<file path="config.mk">
export PLATFORM = sky130hd
export DESIGN_NAME = fifo_wr_arbiter
export DESIGN_NICKNAME = d
export VERILOG_FILES = /design/src/rtl/fifo_wr_arbiter.sv
export SDC_FILE = /design/constraint.sdc
export NUM_CORES = 1
export LEC_CHECK = 0
export ABC_AREA = 1
export CAP_MARGIN = 0
export CORE_MARGIN = 2
export CORE_UTILIZATION = 37
export CTS_CLUSTER_DIAMETER = 80
export DETAILED_ROUTE_END_ITERATION = 7
export GPL_TIMING_DRIVEN = 0
export PLACE_DENSITY_LB_ADDON = 0.25
export SYNTH_ARGS = -nofsm -noshare
export SYNTH_HDL_FRONTEND = slang
export SYNTH_SLANG_ARGS = --single-unit
</file>
<file path="constraint.sdc">
create_clock -name clk -period 1.6 [get_ports clk]
set_input_delay 0.32 -clock clk [delete_from_list [all_inputs] [get_ports clk]]
set_output_delay 0.32 -clock clk [all_outputs]
set_load 0.02 [all_outputs]
</file>
<file path="src/rtl/fifo_wr_arbiter.sv">
// fifo_wr_arbiter: round-robin arbiter that shares one sync_fifo write port
// among NUM_REQ valid/ready producers. It holds each grant for up to
// MAX_BURST accepted beats, then rotates. The FIFO full flag back-pressures
// the granted producer.
module fifo_wr_arbiter #(
   parameter int NUM_REQ    = 4,
   parameter int DATA_WIDTH = 8,
   parameter int MAX_BURST  = 4
) (
   input  logic                            clk,
   input  logic                            reset,
   input  logic [NUM_REQ-1:0]              req_valid,
   input  logic [NUM_REQ*DATA_WIDTH-1:0]   req_data,
   output logic [NUM_REQ-1:0]              req_ready,
   input  logic                            fifo_full,
   output logic                            fifo_wr_en,
   output logic [DATA_WIDTH-1:0]           fifo_din,
   output logic                            grant_active,
   output logic [$clog2(NUM_REQ)-1:0]      grant_id
);

   localparam int          GW = $clog2(NUM_REQ);
   localparam int          BW = $clog2(MAX_BURST) + 1;
   localparam int unsigned NR = NUM_REQ;
   localparam int unsigned DW = DATA_WIDTH;

   typedef enum logic {IDLE, GRANT} state_t;

   state_t          state, state_nxt;
   logic [GW-1:0]   grant_id_nxt;
   logic [GW-1:0]   last_grant, last_grant_nxt;
   logic [BW-1:0]   beat_cnt, beat_cnt_nxt;

   logic            accept;
   logic            grant_end;
   logic [GW-1:0]   arb_ptr;
   logic [GW-1:0]   arb_win;
   logic [GW-1:0]   arb_sel;
   logic            arb_found;
   int unsigned     arb_idx;

   assign grant_active = (state == GRANT);

   // Handshake of the granted requester and detection of the grant's last cycle
   always_comb begin
      accept    = grant_active & req_valid[grant_id] & ~fifo_full;
      grant_end = grant_active &
                  (~req_valid[grant_id] |
                   (accept & (beat_cnt == BW'(MAX_BURST - 1))));
   end

   // Round-robin pick: first valid index after arb_ptr, wrapping; arb_ptr itself is checked last
   always_comb begin
      arb_ptr   = grant_active ? grant_id : last_grant;
      arb_win   = '0;
      arb_found = 1'b0;
      arb_idx   = 0;
      arb_sel   = '0;
      for (int unsigned off = 1; off <= NR; off++) begin
         arb_idx = (32'(arb_ptr) + off) % NR;
         arb_sel = arb_idx[GW-1:0];
         if (!arb_found && req_valid[arb_sel]) begin
            arb_found = 1'b1;
            arb_win   = arb_sel;
         end
      end
   end

   // State register: FSM state, current grant, beat counter and round-robin pointer
   always_ff @(posedge clk or negedge reset) begin
      if (!reset) begin
         state      <= IDLE;
         grant_id   <= '0;
         beat_cnt   <= '0;
         last_grant <= GW'(NUM_REQ - 1);
      end else begin
         state      <= state_nxt;
         grant_id   <= grant_id_nxt;
         beat_cnt   <= beat_cnt_nxt;
         last_grant <= last_grant_nxt;
      end
   end

   // Next-state logic: a grant end re-arbitrates in the same cycle so there is no dead cycle between grants
   always_comb begin
      state_nxt      = state;
      grant_id_nxt   = grant_id;
      beat_cnt_nxt   = beat_cnt;
      last_grant_nxt = last_grant;
      unique case (state)
         IDLE: begin
            if (arb_found) begin
               state_nxt    = GRANT;
               grant_id_nxt = arb_win;
               beat_cnt_nxt = '0;
            end
         end
         GRANT: begin
            if (grant_end) begin
               last_grant_nxt = grant_id;
               beat_cnt_nxt   = '0;
               if (arb_found) begin
                  grant_id_nxt = arb_win;
               end else begin
                  state_nxt = IDLE;
               end
            end else if (accept) begin
               beat_cnt_nxt = beat_cnt + BW'(1);
            end
         end
         default: state_nxt = IDLE;
      endcase
   end

   // Output logic: ready/data steering for the granted requester only
   always_comb begin
      req_ready  = '0;
      fifo_din   = '0;
      fifo_wr_en = accept;
      for (int unsigned i = 0; i < NR; i++) begin
         if (grant_active && (grant_id == GW'(i))) begin
            req_ready[i] = ~fifo_full;
            fifo_din     = req_data[i*DW +: DATA_WIDTH];
         end
      end
   end

endmodule

</file>
==> impl_metrics.py, run 1 <==
metrics = {
    "critical_path": {
        "cp_max_fo": 7,
        "cp_num_buf_inv": 3,
        "critical_path_class": "reg2reg",
        "reg2reg_to": "grant_id[1]",
        "crit_chain": "buf_12 > buf_6 > o21ai_4 > nand2_4 > nand3_2 > nand2_2 > nor2_4 > nand3_4 > nand2_4 > inv_2 > nand2_1 > nand2_1",
        "reg2reg_from": "grant_active",
        "slowest_stage": "dfrtp_2",
        "r2r_setup_slack_ps": -250,
        "worst_setup_path_start_kind": "flop",
        "cp-end-kind": "flop",
        "r2r_cells": 12,
        "path_delay_family": "simple AND/OR/NAND/NOR gates",
        "critical_path_required_ps": 1740,
        "max_stage_delay_ps": 420,
        "arrival_ps": 1990,
    },
    "cells_and_area": {
        "num-fill-cells": 216,
        "drive_above_1_share_pct": 37.1,
        "diodes": 0,
        "syn_to_final_growth_pct": 77.5,
        "seq_area_um2": 206,
        "stdcell_count": 276,
        "multi_input_area_um2": 908,
        "fin_nets": 287,
    },
    "logic_synthesis": {
        "syn_avg_cell_area_um2": 6.40,
        "ys_ff_latch": 8,
        "synth_cell_types": 27,
        "seq_area_frac_synth_pct": 18.3,
        "ys_warn_count": 0,
        "synth_area_um2": 1110,
        "syn_inst": 173,
        "syn-num-nets": 214,
    },
    "drt": {
        "wl_per_cell_um": 13.3,
        "firstDrtPassIters": 4,
        "vias": 1408,
        "ant_nets": 0,
        "viasPerCell": 5.10,
        "first_iter_violations": 73,
        "drcViolationCount": 0,
        "routed_wl_um": 3670,
    },
    "grt": {
        "grt_max_degree": 10,
        "grt_pass1_wl_um": 5700,
        "gr-usage-all-layers_pct": 21.2,
        "grt_pass1_vias": 1323,
        "antenna_found_initial": 0,
        "grt_overflow": 0,
    },
    "power_and_ir_drop": {
        "p_leak_nw": 0.929,
        "p_total_mw": 3.94,
        "power.density_nw_per_um2": 2000,
        "vdd_drop_max_mv": 1.01,
    },
    "sta": {
        "setup_viol": 17,
        "slew_viol_final": 0,
        "relSlewSlack_pct": 70.9,
        "clock_skew_ps": 4.76,
        "setup_ws_ps": -247,
        "min_period_ps": 1850,
        "hold-worst-slack_ps": 339,
        "grt_setup_unrepaired": "yes",
        "tightest_slew_ps": 434,
        "hold_viol": 0,
        "min_period_over_period_pct": 115,
        "fmax_mhz": 541,
    },
    "cts": {
        "cts.sink_count": 8,
        "tritoncts": "yes",
        "clk_pin_slew_ps": 60,
        "numCtsBuffers": 3,
        "cts_buffer_depth": 2,
        "htreeDepth": 1,
        "clock-root-buffer": "clkbuf_4",
        "clock_latency_ps": 260,
    },
    "floorplan": {
        "die_height_um": 58.7,
        "start_util_pct": 39.5,
        "num_io_pins": 55,
        "design.die.area_um2": 3450,
        "core-area_um2": 2810,
        "rows": 19,
        "die-width_um": 58.7,
    },
    "min_path": {
        "hold_path_class": "in2async",
    },
    "placed_design": {
        "place_inst": 257,
        "dp_hpwl_um": 2620,
        "gp_congestion": 0.859,
        "port_buffers": 53,
    },
    "outcome": {
        "violations": "setup timing",
        "outcome": "complete, but fails checks",
    },
    "flow_run": {
        "drv_cap": 0,
    },
}
[synth_stat cells, drive strengths merged]
master   number  area, um^2
dfstp         2        52.6
a21oi         3        15.0
ha            2        25.0
nand4         2        18.8
clkbuf        2        7.51
o2111ai       8        70.1
nand3        24         130
nand2        70         368
nor2         11        56.3
o311ai        1        8.76
o21ai         9        56.3
buf           2        18.8
nand3b        1        7.51
inv          26         103
nor3          4        20.0
dfrtp         6         150
[state kept, by name, indices dropped and copies added, names as in the netlist]
register,flops
beat_cnt,3
grant_active,1
last_grant,2
grant_id,2
[per-stage QoR]
stage	setup TNS [ps]	utilization [%]	cell area [um^2]	worst slack, ps
detailed placement	-9300	60.3	1690	-754
global route	-4210	70.1	1970	-304
finish	-3020	70.1	1970	-247
CTS	-2430	66.2	1860	-213
floorplan	-410	-	1120	-51.3
global placement	-9320	60.3	1690	-765
[final cells by class]
class / instances / area share [%]
repair buffers: 68 / 30.8
plain buffers: 4 / 3.50
well taps: 31 / 1.97
multi-input cells: 135 / 46.2
flip-flops and latches: 8 / 10.5
clock buffers: 4 / 1.34
inverters: 26 / 5.67
[metal layers]
layer	up-vias	global-route usage (%)	routed length (um)
li1	721	-	-
met1	635	27.1	1570
met2	44	36.9	1850
met3	8	3.08	185
met4	0	6.49	73
met5	-	0	0
[cells by family after synthesis]
logic type | Yosys count | share of synthesized area, %
adder cells (fa/ha/maj) | 2 | 2.26
buffers and inverters | 30 | 11.6
flip-flops | 8 | 18.3
AO/OA/AOI/OAI | 21 | 13.6
AND/OR/NAND/NOR | 112 | 54.2
[cells in the final DEF, fill, tap and decap left out, types with 4 or more instances in the layout]
| cell | count |
|---|---|
| nand2_1 | 48 |
| clkdlybuf4s50_1 | 33 |
| buf_4 | 19 |
| inv_1 | 18 |
| nand3_1 | 18 |
| nand2_2 | 11 |
| nand2_4 | 8 |
| o2111ai_1 | 7 |
| nor2_1 | 7 |
| buf_2 | 6 |
| inv_2 | 5 |
| dlygate4sd2_1 | 5 |
| nor2_4 | 4 |
| nand3_2 | 4 |
| buf_6 | 4 |
[worst max-delay path by stage]
stage | from | to | slack, ps | cells after the start
2_1_floorplan | grant_id[0] | fifo_din[0] | -50 | 4
4_1_cts | grant_active | fifo_din[0] | -210 | 6
5_1_grt | grant_id[0] | fifo_din[1] | -300 | 6
6_report | grant_active | grant_id[1] | -250 | 12
3_3_place_gp | req_valid[2] | fifo_wr_en | -770 | 6
3_5_place_dp | req_valid[2] | fifo_wr_en | -750 | 6
[power breakdown]
group,internal [mW],switching (mW)
sequential,0.315,0.106
clock,0.0958,0.0742
combinational,1.36,1.99
[repair_timing]
item | CTS | global route
cloned | 1 | 0
endpoints found under the setup margin | 19 | 17
hold buffers | 0 | 0
gates resized for setup | 102 | 15
pin swaps | 9 | 7
buffers inserted | 6 | 8
Power figures use the tool's default switching activity.
==> run 2, diff against run 1 <==
CTS_CLUSTER_SIZE = 12   (was not set)
HOLD_SLACK_MARGIN = 0.05   (was not set)
SLEW_MARGIN = 5   (was not set)
==> results of run 2 <==
Same layout as run 1: the final DEF is identical, and so are final timing and power.
==> run 3, diff against run 2 <==
--- a/config.mk
+++ b/config.mk
@@ -7,6 +7,5 @@
 export LEC_CHECK = 0
-export ABC_AREA = 1
 export CAP_MARGIN = 0
 export CORE_MARGIN = 2
-export CORE_UTILIZATION = 37
+export CORE_UTILIZATION = 31
 export CTS_CLUSTER_DIAMETER = 80
==> constraint.sdc (replaced) <==
create_clock -name clk -period 1.6 [get_ports clk]
set_input_delay 0.24 -clock clk [delete_from_list [all_inputs] [get_ports clk]]
set_output_delay 0.24 -clock clk [all_outputs]
set_load 0.02 [all_outputs]
==> impl_metrics.py, run 3 <==
metrics = {
    "logic_synthesis": {
        "synth_common_cells": "and2_1 (9), mux4_2 (9), dfrtp_1 (6)",
        "netlist.area_leader.share_pct": 25.8,
        "ys_warn_count": 0,
        "synth_cell_types": 30,
        "synth-edff-count": 0,
        "synthArstFlopShare_pct": 100,
        "seq_area_frac_synth_pct": 25.8,
        "netlist_top_cells_area": "mux4_2 (26%), dfrtp_1 (19%), and2_1 (7.2%)",
        "syn_inst": 74,
        "synth_area_um2": 787,
        "syn-num-nets": 115,
        "ys_ff_latch": 8,
        "synthFlopType": "dfrtp_1",
        "syn_avg_cell_area_um2": 10.6,
        "synth.largest_area_cell": "mux4_2",
    },
    "sta": {
        "finalSetupTns_ps": -3330,
        "tightest_slew_ps": 578,
        "setup_ws_ps": -287,
        "clock_skew_ps": 8.99,
        "hold_viol": 0,
        "relSlewSlack_pct": 61.2,
        "min_period_ps": 1890,
        "slew_viol_final": 0,
        "fmax_mhz": 530,
        "setup_viol": 19,
        "grt_setup_unrepaired": "yes",
        "min_period_over_period_pct": 118,
    },
    "drt": {
        "ant_nets": 0,
        "wl_per_cell_um": 16.2,
        "vias": 917,
        "drcViolationCount": 0,
        "routed_wl_um": 2940,
        "viasPerCell": 5.07,
        "first_iter_violations": 6,
        "firstDrtPassIters": 4,
    },
    "cts": {
        "numCtsBuffers": 3,
        "postCtsHoldBufs": 0,
        "htreeDepth": 1,
        "cts.sink_count": 8,
        "clock-root-buffer": "clkbuf_4",
        "tritoncts": "yes",
        "clock_latency_ps": 260,
        "cts_buffer_depth": 2,
        "clk_pin_slew_ps": 60,
    },
    "floorplan": {
        "design.die.area_um2": 2960,
        "die-width_um": 54.4,
        "core-area_um2": 2430,
        "die_height_um": 54.4,
        "num_io_pins": 55,
        "start_util_pct": 32.4,
        "rows": 18,
    },
    "critical_path": {
        "cp_max_fo": 7,
        "cp-end-kind": "primary output",
        "worst_setup_path_start_kind": "flop",
        "critical_path_class": "reg2out",
        "max_stage_delay_ps": 490,
        "crit_path_frequent_cell": "buf_6",
        "reg2reg_from": "grant_id[1]",
        "r2r_setup_slack_ps": -200,
        "critical_path_required_ps": 1360,
        "slowest_stage": "mux4_2",
        "arrival_ps": 1650,
        "reg2reg_to": "grant_id[1]",
        "crit_chain": "buf_6 > buf_8 > mux4_2 > and2_4 > buf_6",
        "r2r_cells": 5,
    },
    "power_and_ir_drop": {
        "p_switching_mw": 1.08,
        "p_total_mw": 2.92,
        "swShare_pct": 36.8,
        "p_comb_share_pct": 82.3,
        "vdd_drop_max_mv": 1.45,
        "p_leak_nw": 0.746,
        "p_int_mw": 1.85,
        "p_seq_share_pct": 12.0,
        "power.density_nw_per_um2": 1690,
        "clkPwrFrac_pct": 5.7,
    },
    "cells_and_area": {
        "final_cell_mix": "clkdlybuf4s50_1 (38), buf_4 (19), buf_6 (13), mux4_2 (9), and2_4 (8)",
        "fin_nets": 193,
        "diodes": 0,
        "reg.largest.list": "beat_cnt: 3 flops, grant_id: 2 flops, last_grant: 2 flops",
        "stdcell_count": 181,
        "drive_above_1_share_pct": 51.0,
        "largest_register": "beat_cnt",
        "layout_commonest_cell": "clkdlybuf4s50_1",
        "largest_reg_flops": 3,
        "syn_to_final_growth_pct": 119,
    },
    "outcome": {
        "violations": "setup timing",
        "outcome": "complete, but fails checks",
    },
    "min_path": {
        "hold_path_class": "in2async",
    },
    "placed_design": {
        "gp_congestion": 0.726,
        "post-place-ws_ps": -658,
        "dp_hpwl_um": 1950,
        "place_inst": 158,
        "port_buffers": 54,
    },
    "grt": {
        "grt_pass1_vias": 905,
        "grt_pass1_wl_um": 4200,
        "antenna_found_initial": 0,
        "grt_max_degree": 11,
        "gr-usage-all-layers_pct": 20.5,
        "grt_overflow": 0,
    },
    "flow_run": {
        "drv_cap": 0,
    },
}
-- run 3: how the worst max path moves through the flow --
stage / startpoint / to / slack, ps / cells after the start
6_report: grant_id[0] / fifo_din[4] / -290 / 5
5_1_grt: grant_id[0] / fifo_din[3] / -350 / 5
4_1_cts: grant_id[0] / fifo_din[2] / -280 / 5
3_5_place_dp: req_valid[3] / fifo_wr_en / -660 / 5
3_3_place_gp: req_valid[3] / fifo_wr_en / -650 / 5
2_1_floorplan: grant_id[1] / grant_id[1] / -130 / 4
-- run 3: cells by family (layout without fill, tap and decap cells) --
logic type / count (synthesis) / after routing / share of synthesized area (%)
simple gates: 31 / 31 / 22.6
fa+ha+maj: 2 / 2 / 3.18
buf+inv: 10 / 87 / 6.20
flops: 8 / 8 / 25.8
mux: 14 / 14 / 33.1
compound gates: 9 / 9 / 9.22
-- run 3: area by class of cell --
type / instances / area (um^2)
Multi-Input combinational cell: 56 / 656
Clock buffer: 4 / 26.3
Timing Repair Buffer: 73 / 721
Fill cell: 189 / 707
Buffer: 5 / 60.1
Inverter: 5 / 18.8
Sequential cell: 8 / 206
Tap cell: 30 / 37.5
-- run 3: through the flow --
| stage | area, um^2 | util (%) | hold WS (ps) |
|---|---|---|---|
| 2_1_floorplan | 828 | - | -55.6 |
| 3_3_place_gp | 1410 | 57.8 | 470 |
| 3_5_place_dp | 1410 | 57.8 | 476 |
| 4_1_cts | 1660 | 68.4 | 255 |
| 5_1_grt | 1730 | 70.9 | 254 |
| 6_report | 1730 | 70.9 | 247 |
-- run 3: power groups by stage --
stage                     Clock (mW)  Sequential (mW)  Combinational, mW
after floorplan                    0            0.380               1.07
after global placement             0            0.351               1.63
after detailed placement           0            0.358               1.66
after CTS                      0.172            0.351               2.26
after global routing           0.191            0.361               2.55
final                          0.166            0.352               2.40
-- run 3: metal layers --
metal	share of wire, %	up-vias	track usage (%)
li1	-	430	-
met1	36	433	22.2
met2	51	48	37.6
met3	11	6	5.74
met4	1.9	0	7.50
met5	0	-	0
-- run 3: what timing repair did --
action                                  CTS  global route
pin swaps                                16             4
buffers inserted                         17             2
gates cloned                              1             0
endpoints found under the setup margin   21            22
resized for setup                        95            13
-- run 3: worst max-delay path: cells and delay by family (launching register included) --
kind	cells	cell delay, ps
muxes	1	490
DFF	1	360
buffers and inverters	3	380
and+or+nand+nor	1	150
